`config.mk`:
```
export PLATFORM = sky130hd
export DESIGN_NAME = regfile_port_arbiter
export DESIGN_NICKNAME = d
export VERILOG_FILES = /design/src/rtl/regfile_port_arbiter.sv
export SDC_FILE = /design/constraint.sdc
export NUM_CORES = 1
export LEC_CHECK = 0
export ABC_AREA = 1
export BUFFER_PORTS_ARGS = -buffer_cell sky130_fd_sc_hd__buf_2
export CAP_MARGIN = 10
export CORE_MARGIN = 4
export CORE_UTILIZATION = 36
export DETAILED_ROUTE_END_ITERATION = 6
export GPL_ROUTABILITY_DRIVEN = 0
export GPL_TIMING_DRIVEN = 1
export MAX_ROUTING_LAYER = met4
export PLACE_DENSITY = 0.7
export RECOVER_POWER = 25
export SYNTH_ARGS = -nofsm -noshare
export SYNTH_HDL_FRONTEND = slang
export SYNTH_SLANG_ARGS = --single-unit
```
`constraint.sdc`:
```
create_clock -name clk -period 4.2 [get_ports clk]
set_clock_uncertainty 0.15 [all_clocks]
set_input_delay 0.84 -clock clk [delete_from_list [all_inputs] [get_ports clk]]
set_output_delay 0.84 -clock clk [all_outputs]
set_load 0.01 [all_outputs]
```
`src/rtl/regfile_port_arbiter.sv`:
```
// Register-file port arbiter: shares the write port and read port 2 between
// the core and a debug/loader host. It runs an optional post-reset clear
// sequence, and a starvation guard forces one debug slot.
module regfile_port_arbiter #(
    parameter int unsigned DATA_W     = 32,
    parameter int unsigned ADDR_W     = 5,
    parameter int unsigned NREGS      = 32,
    parameter int unsigned INIT_CLEAR = 1,
    parameter int unsigned CLR_START  = 2,
    parameter int unsigned STARVE_MAX = 4
) (
    input  logic              clk,
    input  logic              nrst,
    input  logic              core_wr,
    input  logic [ADDR_W-1:0] core_waddr,
    input  logic [DATA_W-1:0] core_din,
    input  logic [ADDR_W-1:0] core_raddr2,
    input  logic              core_rd2_en,
    output logic              core_stall,
    output logic              init_done,
    input  logic              dbg_req,
    input  logic              dbg_we,
    input  logic [ADDR_W-1:0] dbg_addr,
    input  logic [DATA_W-1:0] dbg_wdata,
    output logic              dbg_gnt,
    output logic [DATA_W-1:0] dbg_rdata,
    output logic              dbg_rvalid,
    output logic              rf_wr,
    output logic [ADDR_W-1:0] rf_waddr,
    output logic [DATA_W-1:0] rf_din,
    output logic [ADDR_W-1:0] rf_raddr2,
    input  logic [DATA_W-1:0] rf_dout2
);

    localparam int unsigned CNT_W = $clog2(STARVE_MAX + 1);
    localparam logic [ADDR_W-1:0] LAST_ADDR  = ADDR_W'(NREGS - 1);
    localparam logic [ADDR_W-1:0] FIRST_ADDR = ADDR_W'(CLR_START);
    localparam logic [CNT_W-1:0]  CNT_MAX    = CNT_W'(STARVE_MAX);

    typedef enum logic [0:0] {
        ST_CLEAR = 1'b0,
        ST_IDLE  = 1'b1
    } state_t;

    localparam state_t RESET_STATE = (INIT_CLEAR != 0) ? ST_CLEAR : ST_IDLE;
    localparam logic   RESET_DONE  = (INIT_CLEAR == 0);

    state_t            state, state_next;
    logic [ADDR_W-1:0] clr_ptr, clr_ptr_next;
    logic [CNT_W-1:0]  starve_cnt, starve_next;
    logic              init_done_next;
    logic [DATA_W-1:0] rdata_next;
    logic              rvalid_next;
    logic              core_busy;

    // State and registered outputs.
    always_ff @(posedge clk or negedge nrst) begin
        if (!nrst) begin
            state      <= RESET_STATE;
            clr_ptr    <= FIRST_ADDR;
            starve_cnt <= '0;
            init_done  <= RESET_DONE;
            dbg_rdata  <= '0;
            dbg_rvalid <= 1'b0;
        end else begin
            state      <= state_next;
            clr_ptr    <= clr_ptr_next;
            starve_cnt <= starve_next;
            init_done  <= init_done_next;
            dbg_rdata  <= rdata_next;
            dbg_rvalid <= rvalid_next;
        end
    end

    // Next-state, grant decision and register-file port muxing.
    always_comb begin
        state_next     = state;
        clr_ptr_next   = clr_ptr;
        starve_next    = starve_cnt;
        init_done_next = init_done;
        rdata_next     = dbg_rdata;
        rvalid_next    = 1'b0;
        core_busy      = core_wr | core_rd2_en;
        core_stall     = 1'b0;
        dbg_gnt        = 1'b0;
        rf_wr          = core_wr;
        rf_waddr       = core_waddr;
        rf_din         = core_din;
        rf_raddr2      = core_raddr2;

        case (state)
            ST_CLEAR: begin
                // Zero one register per cycle; the core and debug wait.
                rf_wr        = 1'b1;
                rf_waddr     = clr_ptr;
                rf_din       = '0;
                core_stall   = 1'b1;
                starve_next  = '0;
                clr_ptr_next = clr_ptr + ADDR_W'(1);
                if (clr_ptr == LAST_ADDR) begin
                    state_next     = ST_IDLE;
                    init_done_next = 1'b1;
                end
            end
            ST_IDLE: begin
                dbg_gnt    = dbg_req & (~core_busy | (starve_cnt == CNT_MAX));
                core_stall = dbg_gnt & core_busy;
                if (dbg_gnt) begin
                    if (dbg_we) begin
                        // r0 is hardwired; the grant is still consumed.
                        rf_wr    = (dbg_addr != '0);
                        rf_waddr = dbg_addr;
                        rf_din   = dbg_wdata;
                    end else begin
                        rf_wr       = 1'b0;
                        rf_raddr2   = dbg_addr;
                        rdata_next  = rf_dout2;
                        rvalid_next = 1'b1;
                    end
                end
                if (dbg_gnt || !dbg_req) begin
                    starve_next = '0;
                end else if (starve_cnt != CNT_MAX) begin
                    starve_next = starve_cnt + CNT_W'(1);
                end
            end
            default: begin
                state_next = RESET_STATE;
            end
        endcase
    end

endmodule
```
== Word-level counts from Yosys, hierarchy flattened ==
Cells that the tools add are included.

* Memories kept: 0
* Word-level logic and storage cells: 46
* ROM bits: 0
* Input port bits: 117
* Latch bits: 0
* Register bits: 43
* Output and inout bits: 79
* Memory bits (writable): 0

* Magnitude comparators: 0
* $add $sub $neg: 2
* Eq/ne operators: 4
* Shift-type cells: 0
* Divide/modulo/power cells: 0
* Multiplexer cells: 22
* $mul: 0
* Bitwise operators: 7
* Reduce and logical (&&, ||, !) cells: 5

{| class="wikitable"
|+ Operator list
! kind !! count
|-
| two-way mux 32 bit || 2
|-
| case mux 32 bit (2 select lines) || 1
|-
| two-way mux 5 bit || 5
|-
| case mux 5 bit (2 select lines) || 1
|-
| two-way mux 1 bit || 8
|-
| two-way mux 3 bit || 2
|-
| case mux 3 bit (2 select lines) || 1
|-
| adder 5 x 1 -> 5 bit, second input constant || 1
|-
| equality test 5 bit, second input constant || 1
|-
| nonzero test 5 bit || 1
|-
| case mux 1 bit (2 select lines) || 2
|-
| adder 3 x 1 -> 3 bit, second input constant || 1
|-
| equality test 3 bit, second input constant || 1
|-
| inequality test 3 x 1 -> 1 bit, second input constant || 1
|-
| inequality test 3 bit, second input constant || 1
|-
| inverter 1 bit || 3
|-
| AND reduction 3 bit || 1
|-
| bitwise AND 1 bit || 2
|-
| bitwise OR 1 bit || 2
|-
| AND reduction 2 bit || 1
|-
| zero test 1 bit || 1
|-
| logical OR 1 bit || 1
|}

== Logic depth before layout (Yosys ltp) ==
Gate-level depths: netlist (run 1).

* Depth in word-level cells: 7
* Gate-level depth with buffers: 11
* Gate-level depth less buffers: 9

== Least setup slack after synthesis (run 1) ==
OpenSTA, ideal clock, no wires.

* Path kind: input port to output port
* Start: in core_wr
* End: out rf_din[10]
* Data arrival time: 1.632 ns
* Stages on the path: 5
* Setup slack: 1.578 ns
* Buffers on the path: 2
* Required time: 3.210 ns
* Path through: o21ai_2 > buf_4 > buf_2 > nand3_1 > a21oi_1

* Word-level cells in the longest chain between the ends: 6

{| class="wikitable"
|+ Ends and longest elaborated chain
! what !! RTL line !! source
|-
| from (decl) || 14 || <nowiki>input logic core_wr,</nowiki>
|-
| bitwise OR 1 bit || 83 || <nowiki>core_busy = core_wr | core_rd2_en;</nowiki>
|-
| inverter 1 bit || 106 || <nowiki>dbg_gnt = dbg_req & (~core_busy | (starve_cnt == CNT_MAX));</nowiki>
|-
| bitwise OR 1 bit || 106 ||
|-
| bitwise AND 1 bit || 106 ||
|-
| two-way mux 32 bit || 108 || <nowiki>if (dbg_gnt) begin</nowiki>
|-
| case mux 32 bit (2 select lines) || 91 || <nowiki>case (state)</nowiki>
|-
| to (decl) || 30 || <nowiki>output logic [DATA_W-1:0] rf_din,</nowiki>
|}

Every way passes these cells.

== Final worst setup path (run 1) ==
* Start: in dbg_we
* End: out rf_din[9]

* Word-level cells in the longest chain between the ends: 3

{| class="wikitable"
|+ Ends and longest elaborated chain
! what !! RTL line !! source
|-
| from (decl) || 22 || <nowiki>input logic dbg_we,</nowiki>
|-
| two-way mux 32 bit || 109 || <nowiki>if (dbg_we) begin</nowiki>
|-
| two-way mux 32 bit || 108 ||
|-
| case mux 32 bit (2 select lines) || 91 ||
|}

Every way passes these cells.

==> flow_metrics.env, run 1 <==
export IMPL_status="complete, but fails checks"
export IMPL_failed_checks="capacitance limit, slew limit"
export IMPL_hp_start="init_done"
export IMPL_cp_max_fo=37
export IMPL_synth_top_cells_by_area="dfrtp_1 35%, nand2_1 32%, nand3_1 13%"
export IMPL_clock_sinks=43
export IMPL_cts_buffers=5
export IMPL_ys_ff_latch=43
export IMPL_hold_depth=1
export IMPL_arrival_ns=2.21
export IMPL_drtAntennaViolNets=0
export IMPL_final_core_util_pct=51.2
export IMPL_die_height_um=99.1
export IMPL_antenna_found_initial=0
export IMPL_final_common_cell="nand2_1"
export IMPL_drt_iter0_drc=131
export IMPL_cts_setup_buffers=0
export IMPL_post_cts_resized=0
export IMPL_firstDrtPassIters=4
export IMPL_cpMaxStageDelayCell="inv_2"
export IMPL_syn_avg_cell_area_um2=6.26
export IMPL_relSlewSlack_pct=-50.8
export IMPL_setup_viol=0
export IMPL_hp_class="flip-flop to flip-flop"
export IMPL_total_power_mw=1.15
export IMPL_path_class="input port to primary output"
export IMPL_ys_types=22
export IMPL_die_w_um=99.1
export IMPL_grt_max_degree=45
export IMPL_drive_above_1_share_pct=33.0
export IMPL_via_per_inst=4.94
export IMPL_initial_utilization_pct=37.9
export IMPL_hold_viol_final=0
export IMPL_yosys_warnings=0
export IMPL_area_growth_pct=35.2
export IMPL_layout_common_cells="257 x nand2_1, 194 x buf_2, 75 x nand3_1, 42 x dfrtp_1, 33 x a21oi_1"
export IMPL_path_buf_inv=3
export IMPL_critPathLaunch="dbg_we"
export IMPL_grt_pass1_vias=3548
export IMPL_fmax_mhz=312
export IMPL_power_leakage_nw=2.50
export IMPL_startpoint_type="input port"
export IMPL_clock_path_buffers=2
export IMPL_syn_inst=477
export IMPL_maxCapViolations=1
export IMPL_via_count=3725
export IMPL_crit_path_end_kind="primary output"
export IMPL_fin_ws_ns=0.998
export IMPL_syn_num_nets=598
export IMPL_diodes=0
export IMPL_core_area_mm2=0.00789
export IMPL_worst_pin_slew_ns=2.26
export IMPL_dp_slack_ns=1.00
export IMPL_power_density_mw_per_mm2=285
export IMPL_clock_tree_root_cell="clkbuf_8"
export IMPL_yosysTopAreaCellShare_pct=35.2
export IMPL_dieArea_mm2=0.00982
export IMPL_fin_nets=772
export IMPL_hpwl_mm=7.60
export IMPL_ctsHoldBuffers=0
export IMPL_yosysTopAreaCell="dfrtp_1"
export IMPL_syn_area_mm2=0.00299
export IMPL_peakVddDrop_v=0.000230
export IMPL_portBuffers=195
export IMPL_reg2reg_depth=10
export IMPL_rsz0062_at_grt="false"
export IMPL_ys_seq_area_share_pct=36.1
export IMPL_slew_viol_final=44
export IMPL_fin_crit_sh_pct=76.2
export IMPL_wirelength_mm=10.5
export IMPL_cp_slowest_stage_delay_ns=0.48
export IMPL_htreeDepth=2
export IMPL_crit_cells=7
export IMPL_fin_crit_ns=3.20
export IMPL_setup_tns_ns=0
export IMPL_cp_required_ns=3.21
export IMPL_reg2reg_from="starve_cnt[0]"
export IMPL_insertion_delay_ns=0.29
export IMPL_cts_tree="built"
export IMPL_routedWlPerCell_um=14.0
export IMPL_clk_pin_slew_ns=0.08
export IMPL_crit_family="buffers and inverters"
export IMPL_grt_overflow=0
export IMPL_path_cells="buf_2, inv_2, nand2_1, nand2_1, nand3_1, a21oi_1, buf_2"
export IMPL_rows=32
export IMPL_grt_usage_pct=20.9
export IMPL_grt_pass1_wl_mm=16.5
export IMPL_ioPinCount=196
export IMPL_drc=0
## cells in the mapped netlist
library cell,n
ha_1,4
a21o_1,1
nor3_1,1
or2_2,1
xnor2_1,2
nand3_1,75
dfrtp_1,42
nor2_1,7
nand2_2,1
buf_4,10
clkbuf_1,9
xor2_1,2
buf_6,2
inv_1,8
dfstp_2,1
o21ai_2,1
nand2_1,257
a21oi_1,33
nand4_1,2
buf_2,14
buf_1,1
inv_2,3
## layer usage
layer  up-vias  part of all wire, %  global-route usage (%)
met5         -                    0                       -
met4         0                  1.6                    6.20
met3        11                   10                    4.39
met2       169                   49                    35.4
met1      1690                   40                    25.0
li1       1855                    -                       -
## cells by family (layout without fill, tap and decap cells)
| kind of cell | count (synthesis) | after routing | share of synthesized area, % |
|---|---|---|---|
| xor+xnor | 4 | 4 | 1.17 |
| fa+ha+maj | 4 | 4 | 1.68 |
| simple gates | 344 | 344 | 46.8 |
| buf+inv | 47 | 222 | 8.25 |
| compound gates | 35 | 35 | 6.07 |
| flops | 43 | 43 | 36.1 |
## layout make-up
cell class	instances	area, µm²
clock buffers	7	86.3
clock inverters	1	5.00
fillers	805	3850
inverters	11	41.3
multi-input cells	387	1670
flip-flops and latches	43	1080
well taps	102	128
repair buffers	203	1030
## worst register-to-register path, delay by kind of cell, from the launching register on
| family | cells | cell delay, ns |
|---|---|---|
| and+or+nand+nor | 5 | 0.87 |
| adders and majority gates | 1 | 0.19 |
| AOI/OAI and AO/OA | 1 | 0.08 |
| buffers and inverters | 3 | 0.45 |
| DFF | 1 | 0.38 |
## flip-flops by register name (all words and copies together) (netlist names)
name / count
dbg_rvalid: 1
starve_cnt: 3
init_done: 1
state: 1
clr_ptr: 5
dbg_rdata: 32
## through the flow
step / hold WS (ns) / instances / cell area [µm²]
finish: 0.306 / 754 / 4040
global route: 0.329 / 754 / 4040
floorplan: 0.282 / 477 / 2990
CTS: 0.311 / 754 / 4040
global placement: 0.285 / 746 / 3950
detailed placement: 0.293 / 746 / 3950
## power breakdown
group / leakage (nW) / total [mW] / internal, mW / switching, mW
logic: 1.91 / 0.383 / 0.159 / 0.224
clock network: 0.0482 / 0.267 / 0.133 / 0.135
registers: 0.543 / 0.502 / 0.472 / 0.0307
## worst paths after layout
check | endpoint | slack [ns]
max reg2reg | dbg_rdata[9] | 2.03
max in group asynchronous | dbg_rvalid | 1.55
min reg2reg | init_done | 0.31
min in group asynchronous | dbg_rdata[29] | 1.07
max | rf_din[9] | 1.0
min | init_done | 0.31
Note: power is estimated with default switching activity, not from simulation.
==> run 2: changes to the inputs <==
--- a/config.mk
+++ b/config.mk
@@ -5,7 +5,7 @@
 export SDC_FILE = /design/constraint.sdc
 export NUM_CORES = 1
 export LEC_CHECK = 0
-export ABC_AREA = 1
+export ABC_AREA = 0
 export BUFFER_PORTS_ARGS = -buffer_cell sky130_fd_sc_hd__buf_2
 export CAP_MARGIN = 10
 export CORE_MARGIN = 4
@@ -14,7 +14,7 @@
 export GPL_ROUTABILITY_DRIVEN = 0
 export GPL_TIMING_DRIVEN = 1
 export MAX_ROUTING_LAYER = met4
-export PLACE_DENSITY = 0.7
+export PLACE_DENSITY = 0.73
 export RECOVER_POWER = 25
 export SYNTH_ARGS = -nofsm -noshare
 export SYNTH_HDL_FRONTEND = slang
==> constraint.sdc (replaced) <==
create_clock -name clk -period 3.25 [get_ports clk]
set_clock_uncertainty 0.15 [all_clocks]
set_input_delay 0.65 -clock clk [delete_from_list [all_inputs] [get_ports clk]]
set_output_delay 0.65 -clock clk [all_outputs]
set_load 0.01 [all_outputs]
==> run 2 against run 1 <==
  * The flow still finishes with violations (capacitance limit, slew limit)
  * Power increased by 24%
  * Synthesized cell count decreased by 46%
  * Die area decreased by 13%
  * Critical endpoint is now rf_din[12]
==> flow_metrics.env, run 2 <==
export IMPL_via_per_inst=4.93
export IMPL_drt_iter0_drc=82
export IMPL_ioPinCount=196
export IMPL_hold_viol_final=0
export IMPL_clock_sinks=43
export IMPL_core_area_mm2=0.00687
export IMPL_grt_overflow=0
export IMPL_ctsHoldBuffers=0
export IMPL_cp_slowest_stage_delay_ns=0.37
export IMPL_drive_above_1_share_pct=56.9
export IMPL_hold_depth=1
export IMPL_yosys_warnings=0
export IMPL_wirelength_mm=7.72
export IMPL_cp_max_fo=32
export IMPL_syn_inst=256
export IMPL_startpoint_type="flip-flop"
export IMPL_rows=30
export IMPL_grt_pass1_vias=2574
export IMPL_initial_utilization_pct=37.5
export IMPL_ys_seq_area_share_pct=41.9
export IMPL_via_count=2668
export IMPL_status="complete, but fails checks"
export IMPL_yosys_most_used_dff="dfrtp_1"
export IMPL_rsz0062_at_grt="false"
export IMPL_whs_ns=0.309
export IMPL_relSlewSlack_pct=-47.8
export IMPL_fin_crit_ns=2.78
export IMPL_crit_path_end_kind="primary output"
export IMPL_syn_num_nets=377
export IMPL_hp_start="init_done"
export IMPL_nFillCells=631
export IMPL_synthTopCellsByCount="42 x dfrtp_1, 34 x o21ai_0, 32 x a21oi_1, 32 x nand3_1, 20 x mux2_2"
export IMPL_total_power_mw=1.43
export IMPL_yosysTopAreaCell="dfrtp_1"
export IMPL_r2r_end="dbg_rdata[24]"
export IMPL_dieArea_mm2=0.00857
export IMPL_cts_buffers=5
export IMPL_drc=0
export IMPL_ys_ff_latch=43
export IMPL_fin_nets=565
export IMPL_synth_most_common_cell="dfrtp_1"
export IMPL_synth_top_cells_by_area="dfrtp_1 41%, mux2_4 11%, mux2_2 8.8%"
export IMPL_fin_crit_sh_pct=85.6
export IMPL_failed_checks="capacitance limit, slew limit"
export IMPL_path_class="flip-flop to primary output"
export IMPL_peakVddDrop_v=0.000379
export IMPL_syn_avg_cell_area_um2=10.1
export IMPL_cpMaxStageDelayCell="dfrtp_1"
export IMPL_yosysTopAreaCellShare_pct=40.8
export IMPL_setup_tns_ns=0
export IMPL_hp_class="flip-flop to flip-flop"
export IMPL_ys_types=35
export IMPL_routedWlPerCell_um=14.3
export IMPL_maxCapViolations=1
export IMPL_htreeDepth=2
export IMPL_regMostFlops="dbg_rdata"
export IMPL_path_cells="inv_1, ha_1, a2bb2oi_4, buf_4, o21ai_0, a21oi_1, buf_2"
export IMPL_power_leakage_nw=1.87
export IMPL_area_growth_pct=44.2
export IMPL_drtAntennaViolNets=0
export IMPL_min_to="init_done"
export IMPL_portBuffers=195
export IMPL_firstDrtPassIters=4
export IMPL_clock_tree_root_cell="clkbuf_8"
export IMPL_regToRegSetupSlack_ns=0.87
export IMPL_cp_required_ns=2.45
export IMPL_grt_usage_pct=17.3
export IMPL_reg2reg_from="starve_cnt[0]"
export IMPL_fmax_mhz=359
export IMPL_clk_pin_slew_ns=0.08
export IMPL_ys_async_sr_fraction_pct=100
export IMPL_post_cts_resized=0
export IMPL_top_regs="dbg_rdata x32, clr_ptr x5, starve_cnt x3"
export IMPL_clock_path_buffers=2
export IMPL_cts_tree="built"
export IMPL_die_height_um=92.6
export IMPL_syn_area_mm2=0.00257
export IMPL_worst_pin_slew_ns=2.22
export IMPL_slew_viol_final=44
export IMPL_power_density_mw_per_mm2=384
export IMPL_synth_enable_flop_cells=0
export IMPL_hpwl_mm=6.04
export IMPL_cts_setup_buffers=0
export IMPL_diodes=0
export IMPL_die_w_um=92.6
export IMPL_antenna_found_initial=0
export IMPL_final_common_cell="buf_2"
export IMPL_grt_pass1_wl_mm=11.8
export IMPL_insertion_delay_ns=0.29
export IMPL_largest_reg_flops=32
export IMPL_grt_max_degree=44
export IMPL_reg2reg_depth=6
export IMPL_layout_common_cells="194 x buf_2, 42 x dfrtp_1, 34 x o21ai_0, 32 x nand3_1, 32 x a21oi_1"
export IMPL_arrival_ns=1.98
export IMPL_setup_viol=0
==> run 2: changes by cell type after synthesis, sizes merged, moves of 4 or more <==
cell	delta
o21ai	+33
nand3	-43
nand2	-250
inv	-4
mux2	+39
buf	-19
o221ai	+4
clkbuf	+5
==> run 2: worst max-delay path by stage <==
stage | startpoint | cells after the start | end
floorplan | core_wr | 5 | rf_raddr2[0]
global placement | core_wr | 5 | rf_raddr2[3]
detailed placement | core_wr | 5 | rf_raddr2[2]
CTS | starve_cnt[0] | 7 | rf_din[12]
global route | starve_cnt[0] | 7 | rf_din[9]
finish | starve_cnt[0] | 7 | rf_din[12]
==> run 2: layout make-up <==
type	count	area, µm²	share of cell area [%]
clock buffer	6	72.6	1.95
clock inverter	2	12.5	0.337
inverter	8	30.0	0.809
multi-input combinational	183	1340	36.2
sequential	43	1080	29.0
tap	96	120	3.24
timing repair buffer	203	1060	28.4
==> run 2: worst max-delay path: cells and delay by family, from the launching register on <==
| kind | cells | cell delay [ns] |
|---|---|---|
| buffers and inverters | 3 | 0.51 |
| AO/OA/AOI/OAI | 3 | 0.54 |
| flip-flops | 1 | 0.37 |
| adder cells (fa/ha/maj) | 1 | 0.26 |
==> run 2: cell families (layout without fill, tap and decap cells) <==
kind of cell	count (synthesis)	in the layout	synth area share [%]
xor+xnor	4	4	1.36
flops	43	43	41.9
fa+ha+maj	4	4	1.94
simple gates	61	61	12.1
buf+inv	30	219	6.17
compound gates	75	75	16.7
mux	39	39	19.8
==> run 2: where the power goes <==
part           total, mW  internal, mW  switching, mW
Combinational      0.450         0.238          0.212
Sequential         0.650         0.610         0.0400
Clock              0.327         0.150          0.177
Total               1.43         0.998          0.428
==> run 2: per-stage QoR <==
step	util, %	std cells	area [µm²]	setup WS (ns)
4_1_cts	54.1	541	3720	0.440
3_3_place_gp	52.9	533	3630	0.625
2_1_floorplan	-	256	2570	0.796
3_5_place_dp	52.9	533	3630	0.598
5_1_grt	54.0	541	3710	0.295
6_report	54.0	541	3710	0.468
==> run 2: layer usage <==
layer | share of wire [%] | wire [µm] | GRT usage (%) | up-vias
met4 | 0.66 | 51 | 4.83 | 0
met3 | 11 | 863 | 4.31 | 6
met1 | 39 | 2980 | 19.5 | 1216
met5 | 0 | 0 | - | -
li1 | - | - | - | 1297
met2 | 50 | 3830 | 30.5 | 149
